<file path="src/rtl/change_sequencer.sv">
// change_sequencer: pays out BCD change as quarters, dimes and nickels over a coin_valid/coin_ack handshake.
// Optional macro COIN_TIMEOUT_EN adds a TIMEOUT_CYCLES watchdog on coin_ack while a coin is requested.
module change_sequencer #(
  parameter logic [15:0] TIMEOUT_CYCLES = 16'd1024
) (
  input  logic       clock,
  input  logic       reset,
  input  logic       start,
  input  logic [7:0] change,
  input  logic       coin_ack,
  output logic       coin_valid,
  output logic [2:0] coin_type,
  output logic [7:0] remaining,
  output logic       busy,
  output logic       done,
  output logic       error
);

  typedef enum logic [2:0] {
    IDLE    = 3'd0,
    CHECK   = 3'd1,
    SELECT  = 3'd2,
    REQ     = 3'd3,
    RELEASE = 3'd4,
    FINISH  = 3'd5,
    FAULT   = 3'd6
  } state_t;

  state_t     state_r, state_s;
  logic [7:0] change_r;
  logic [4:0] count_r, count_s;
  logic       coin_valid_r, coin_valid_s;
  logic [2:0] coin_type_r, coin_type_s;
  logic [7:0] remaining_r, remaining_s;
  logic       busy_r, busy_s;
  logic       done_r, done_s;
  logic       error_r, error_s;
  logic       timeout_s;

  function automatic logic bcd_ok(input logic [7:0] b);
    return (b[7:4] <= 4'd9) && ((b[3:0] == 4'd0) || (b[3:0] == 4'd5));
  endfunction

  // Nickel count is twice the tens digit plus one for a trailing 5.
  function automatic logic [4:0] to_nickels(input logic [7:0] b);
    return {b[7:4], 1'b0} + {4'd0, (b[3:0] == 4'd5)};
  endfunction

  function automatic logic [7:0] to_bcd(input logic [4:0] n);
    return {n[4:1], (n[0] ? 4'd5 : 4'd0)};
  endfunction

  function automatic logic [2:0] pick_coin(input logic [4:0] n);
    if (n >= 5'd5) begin
      return 3'd4;
    end else if (n >= 5'd2) begin
      return 3'd2;
    end else begin
      return 3'd1;
    end
  endfunction

  function automatic logic [4:0] coin_nickels(input logic [2:0] t);
    case (t)
      3'd4:    return 5'd5;
      3'd2:    return 5'd2;
      3'd1:    return 5'd1;
      default: return 5'd0;
    endcase
  endfunction

`ifdef COIN_TIMEOUT_EN
  logic [15:0] timer_r;

  // Watchdog counts cycles spent in REQ; zero on every entry.
  always_ff @(posedge clock or negedge reset) begin
    if (!reset) begin
      timer_r <= 16'd0;
    end else if (state_r != REQ) begin
      timer_r <= 16'd0;
    end else begin
      timer_r <= timer_r + 16'd1;
    end
  end

  assign timeout_s = (state_r == REQ) && (timer_r == (TIMEOUT_CYCLES - 16'd1));
`else
  // No watchdog: REQ waits for coin_ack indefinitely.
  assign timeout_s = 1'b0 & (TIMEOUT_CYCLES != 16'd0);
`endif

  // State, captured request and registered outputs.
  always_ff @(posedge clock or negedge reset) begin
    if (!reset) begin
      state_r      <= IDLE;
      change_r     <= 8'h00;
      count_r      <= 5'd0;
      coin_valid_r <= 1'b0;
      coin_type_r  <= 3'd0;
      remaining_r  <= 8'h00;
      busy_r       <= 1'b0;
      done_r       <= 1'b0;
      error_r      <= 1'b0;
    end else begin
      state_r      <= state_s;
      change_r     <= ((state_r == IDLE) && start) ? change : change_r;
      count_r      <= count_s;
      coin_valid_r <= coin_valid_s;
      coin_type_r  <= coin_type_s;
      remaining_r  <= remaining_s;
      busy_r       <= busy_s;
      done_r       <= done_s;
      error_r      <= error_s;
    end
  end

  // Next-state decode.
  always_comb begin
    state_s = state_r;
    case (state_r)
      IDLE:    state_s = start ? CHECK : IDLE;
      CHECK:   state_s = bcd_ok(change_r) ? SELECT : FAULT;
      SELECT:  state_s = (count_r == 5'd0) ? FINISH : REQ;
      REQ: begin
        if (coin_ack) begin
          state_s = RELEASE;
        end else if (timeout_s) begin
          state_s = FAULT;
        end else begin
          state_s = REQ;
        end
      end
      RELEASE: state_s = coin_ack ? RELEASE : SELECT;
      FINISH:  state_s = IDLE;
      FAULT:   state_s = IDLE;
      default: state_s = IDLE;
    endcase
  end

  // Next values for the count and all outputs, keyed on the state being entered.
  always_comb begin
    count_s = count_r;
    case (state_r)
      CHECK:   count_s = to_nickels(change_r);
      REQ:     count_s = coin_ack ? (count_r - coin_nickels(coin_type_r)) : count_r;
      default: count_s = count_r;
    endcase
    count_s = ((state_s == FAULT) || (state_s == IDLE)) ? 5'd0 : count_s;

    coin_valid_s = (state_s == REQ);
    if (state_s == REQ) begin
      coin_type_s = (state_r == SELECT) ? pick_coin(count_r) : coin_type_r;
    end else begin
      coin_type_s = 3'd0;
    end
    remaining_s = to_bcd(count_s);
    busy_s      = (state_s != IDLE);
    done_s      = (state_s == FINISH);
    error_s     = (state_s == FAULT);
  end

  assign coin_valid = coin_valid_r;
  assign coin_type  = coin_type_r;
  assign remaining  = remaining_r;
  assign busy       = busy_r;
  assign done       = done_r;
  assign error      = error_r;

endmodule

</file>
<file path="config.mk">
export PLATFORM = sky130hd
export DESIGN_NAME = change_sequencer
export DESIGN_NICKNAME = d
export VERILOG_FILES = /design/src/rtl/change_sequencer.sv
export SDC_FILE = /design/constraint.sdc
export NUM_CORES = 1
export LEC_CHECK = 0
export ABC_AREA = 1
export CORE_MARGIN = 8
export CORE_UTILIZATION = 53
export DETAILED_ROUTE_END_ITERATION = 6
export HOLD_SLACK_MARGIN = 0.05
export PLACE_DENSITY = 0.83
export SYNTH_ARGS = -nofsm -noshare
export SYNTH_HDL_FRONTEND = slang
export SYNTH_SLANG_ARGS = --single-unit
</file>
<file path="constraint.sdc">
create_clock -name clock -period 5.2 [get_ports clock]
set_input_delay 1.04 -clock clock [delete_from_list [all_inputs] [get_ports clock]]
set_output_delay 1.04 -clock clock [all_outputs]
set_load 0.02 [all_outputs]
</file>
==> qor.yml <==
run_status:
  status: "finished, final reports clean"
yosys:
  synth_compound_area_share_pct: 7.72
  synth_adder_area_share_pct: 4.55
  yosysTopAreaCellShare_pct: 45.5
  yosys.area.top_type: "dfrtp_1"
  yosysWarnings: 0
  synth.top_cells.by_area: "dfrtp_1, nand2_1, inv_1"
  ys_ff_latch: 23
  synth_xor_xnor_area_share_pct: 1.38
  synth_cell_type_count: 28
  synth-simple-area-share_pct: 27.8
  ys_seq_area_share_pct: 45.5
  synth_cells: 151
  synth_mux_area_share_pct: 3.56
  syn_avg_cell_area_um2: 8.38
  syn_area_um2: 1260
  synth_top_family_by_area: "simple AND/OR/NAND/NOR gates"
pwr:
  p_per_area_nw_per_um2: 510
  ir_drop_v: 0.000348
  p_leak_nw: 0.756
floorplan:
  initial_core_util_pct: 56.6
  coreArea_um2: 2230
  die_width_um: 64.9
  die_area_um2: 4210
  io_pins: 27
  num_rows: 17
  die_height_um: 64.9
global_route:
  grtUsageTotal_pct: 13.7
  grt_max_degree: 24
  grt_pass1_vias: 1099
  grt_pass1_wl_um: 4710
  antenna_found_initial: 0
  overflow: 0
timing:
  fmax_mhz: 410
  min_period_over_period_pct: 46.9
  hold_ws_ns: 0.544
  relSlewSlack_pct: 32.2
  post-route-min-period_ns: 2.44
  finalSetupViolations: 0
  finalHoldViolCount: 0
  worst_slew_pin_slew_ns: 1.01
  slew_violations: 0
  clock_skew_ns: 0.00341
  rsz0062_at_grt: "false"
  setup_tns_ns: 0
critical_path:
  cp.arrival_ns: 1.40
  cp_slowest_stage_delay_ns: 0.64
  cp-start-kind: "flop"
  endpoint_kind: "primary output"
  critical_path_required_ns: 4.16
  crit_chain: "clkdlybuf4s50_1"
  slowest_stage: "clkdlybuf4s50_1"
  path_class: "reg2out"
  setup.worst_path.start: "coin_type[0]"
  crit_fanout: 5
  cp_top_family: "buffers and inverters"
  r2r-start: "coin_type[0]"
  crit_buf_inv: 1
clock_network:
  cts_setup_buffers: 0
  root_buffer: "clkbuf_4"
  cts_max_level: 1
  cts_tree: "yes"
  insertion_delay_ns: 0.31
  holdBufCountCts: 0
  clock-sinks: 23
  clkTransAtPathRegs_ns: 0.13
  cts_resized: 0
  clockBufferDepth: 2
  numCtsBuffers: 3
detailed_routing:
  wire_per_inst_um: 13.1
  dr.pass1.iters: 4
  drtIter0Drc: 71
  drc: 0
  routed_via_density: 5.25
  ant_nets: 0
  vias: 1072
  drt_wl_total_um: 2670
place:
  hpwl_um: 2210
  port_buffers: 24
  place_congestion: 0.888
  post_dp_cell_area_um2: 1510
finish:
  final_area_um2: 1540
  nNetsFinal: 193
  area_growth_pct: 21.9
  antenna_cells: 0
  drive_gt1_share_pct: 10.8
min_path:
  min_from: "change_r[4]"
  min-delay-path-class: "reg2reg"
flow_run:
  maxCapViolations: 0
## layer usage
metal	up-vias	track usage (%)	wire [µm]
met5	-	0	0
met4	0	5.99	29
met3	4	4.30	218
met2	38	24.6	1380
met1	506	14.3	1050
li1	524	-	-
## cell type report
class                           instances  area (µm²)
Fill cell                             187         692
Clock buffer                            3        22.5
Multi-Input combinational cell        102         577
Sequential cell                        23         576
Timing Repair Buffer                   24         240
Inverter                               23        86.3
Clock inverter                          1        5.00
Tap cell                               28        35.0
## synth_stat cells, drive strengths merged
library cell / number
nand2: 31
nor2: 22
a21oi: 9
a21boi: 1
nor3: 7
o21ai: 3
fa: 1
o21bai: 1
buf: 4
o31ai: 1
inv: 23
and2: 1
mux2: 4
o32ai: 1
conb: 1
nand3: 11
ha: 3
dfrtp: 23
xor2: 2
nor4: 1
o22ai: 1
## registers in the layout, indices dropped and copies added, names as in the netlist
register,cells
coin_valid,1
count_r,4
error,1
change_r,8
coin_type,3
state_r,3
done,1
remaining,1
busy,1
## cells by family after synthesis
group	count (synthesis)
buffers and inverters	27
other	1
XOR/XNOR	2
AND/OR/NAND/NOR	73
multiplexers	4
AO/OA/AOI/OAI	17
adder cells (fa/ha/maj)	4
flip-flops	23
## final timing paths
path | end | slack, ns | cells past startpoint
max | coin_type[0] | 2.76 | 1
min | change_r[4] | 0.54 | 1
max reg2reg | remaining[7] | 3.28 | 11
min reg2reg | change_r[4] | 0.54 | 1
max in group asynchronous | count_r[0] | 3.32 | 1
min in group asynchronous | coin_valid | 1.27 | 1
## placed cells by master, fill, tap and decap left out, types with 3 or more instances in the layout
cell,instances
nand2_1,28
clkdlybuf4s50_1,24
dfrtp_1,23
inv_1,22
nor2_1,20
a21oi_1,9
nand3_1,8
nor3_1,5
mux2_2,4
o21ai_0,3
ha_1,3
clkbuf_4,3
## report_power, final
part           leakage (nW)  switching [mW]  total [mW]  internal (mW)
registers             0.290          0.0481       0.294          0.245
logic                 0.448           0.244       0.411          0.166
clock network        0.0177          0.0534      0.0821         0.0287
## stage by stage
stage               std cells  setup WS (ns)  utilization (%)  power (mW)
floorplan                 152           3.36                -       0.588
global placement          200           2.71             67.8       0.694
detailed placement        200           2.65             67.8       0.711
CTS                       204           2.75             69.0       0.792
global route              204           2.70             69.0       0.857
finish                    204           2.76             69.0       0.786
Power figures use the tool's default switching activity.
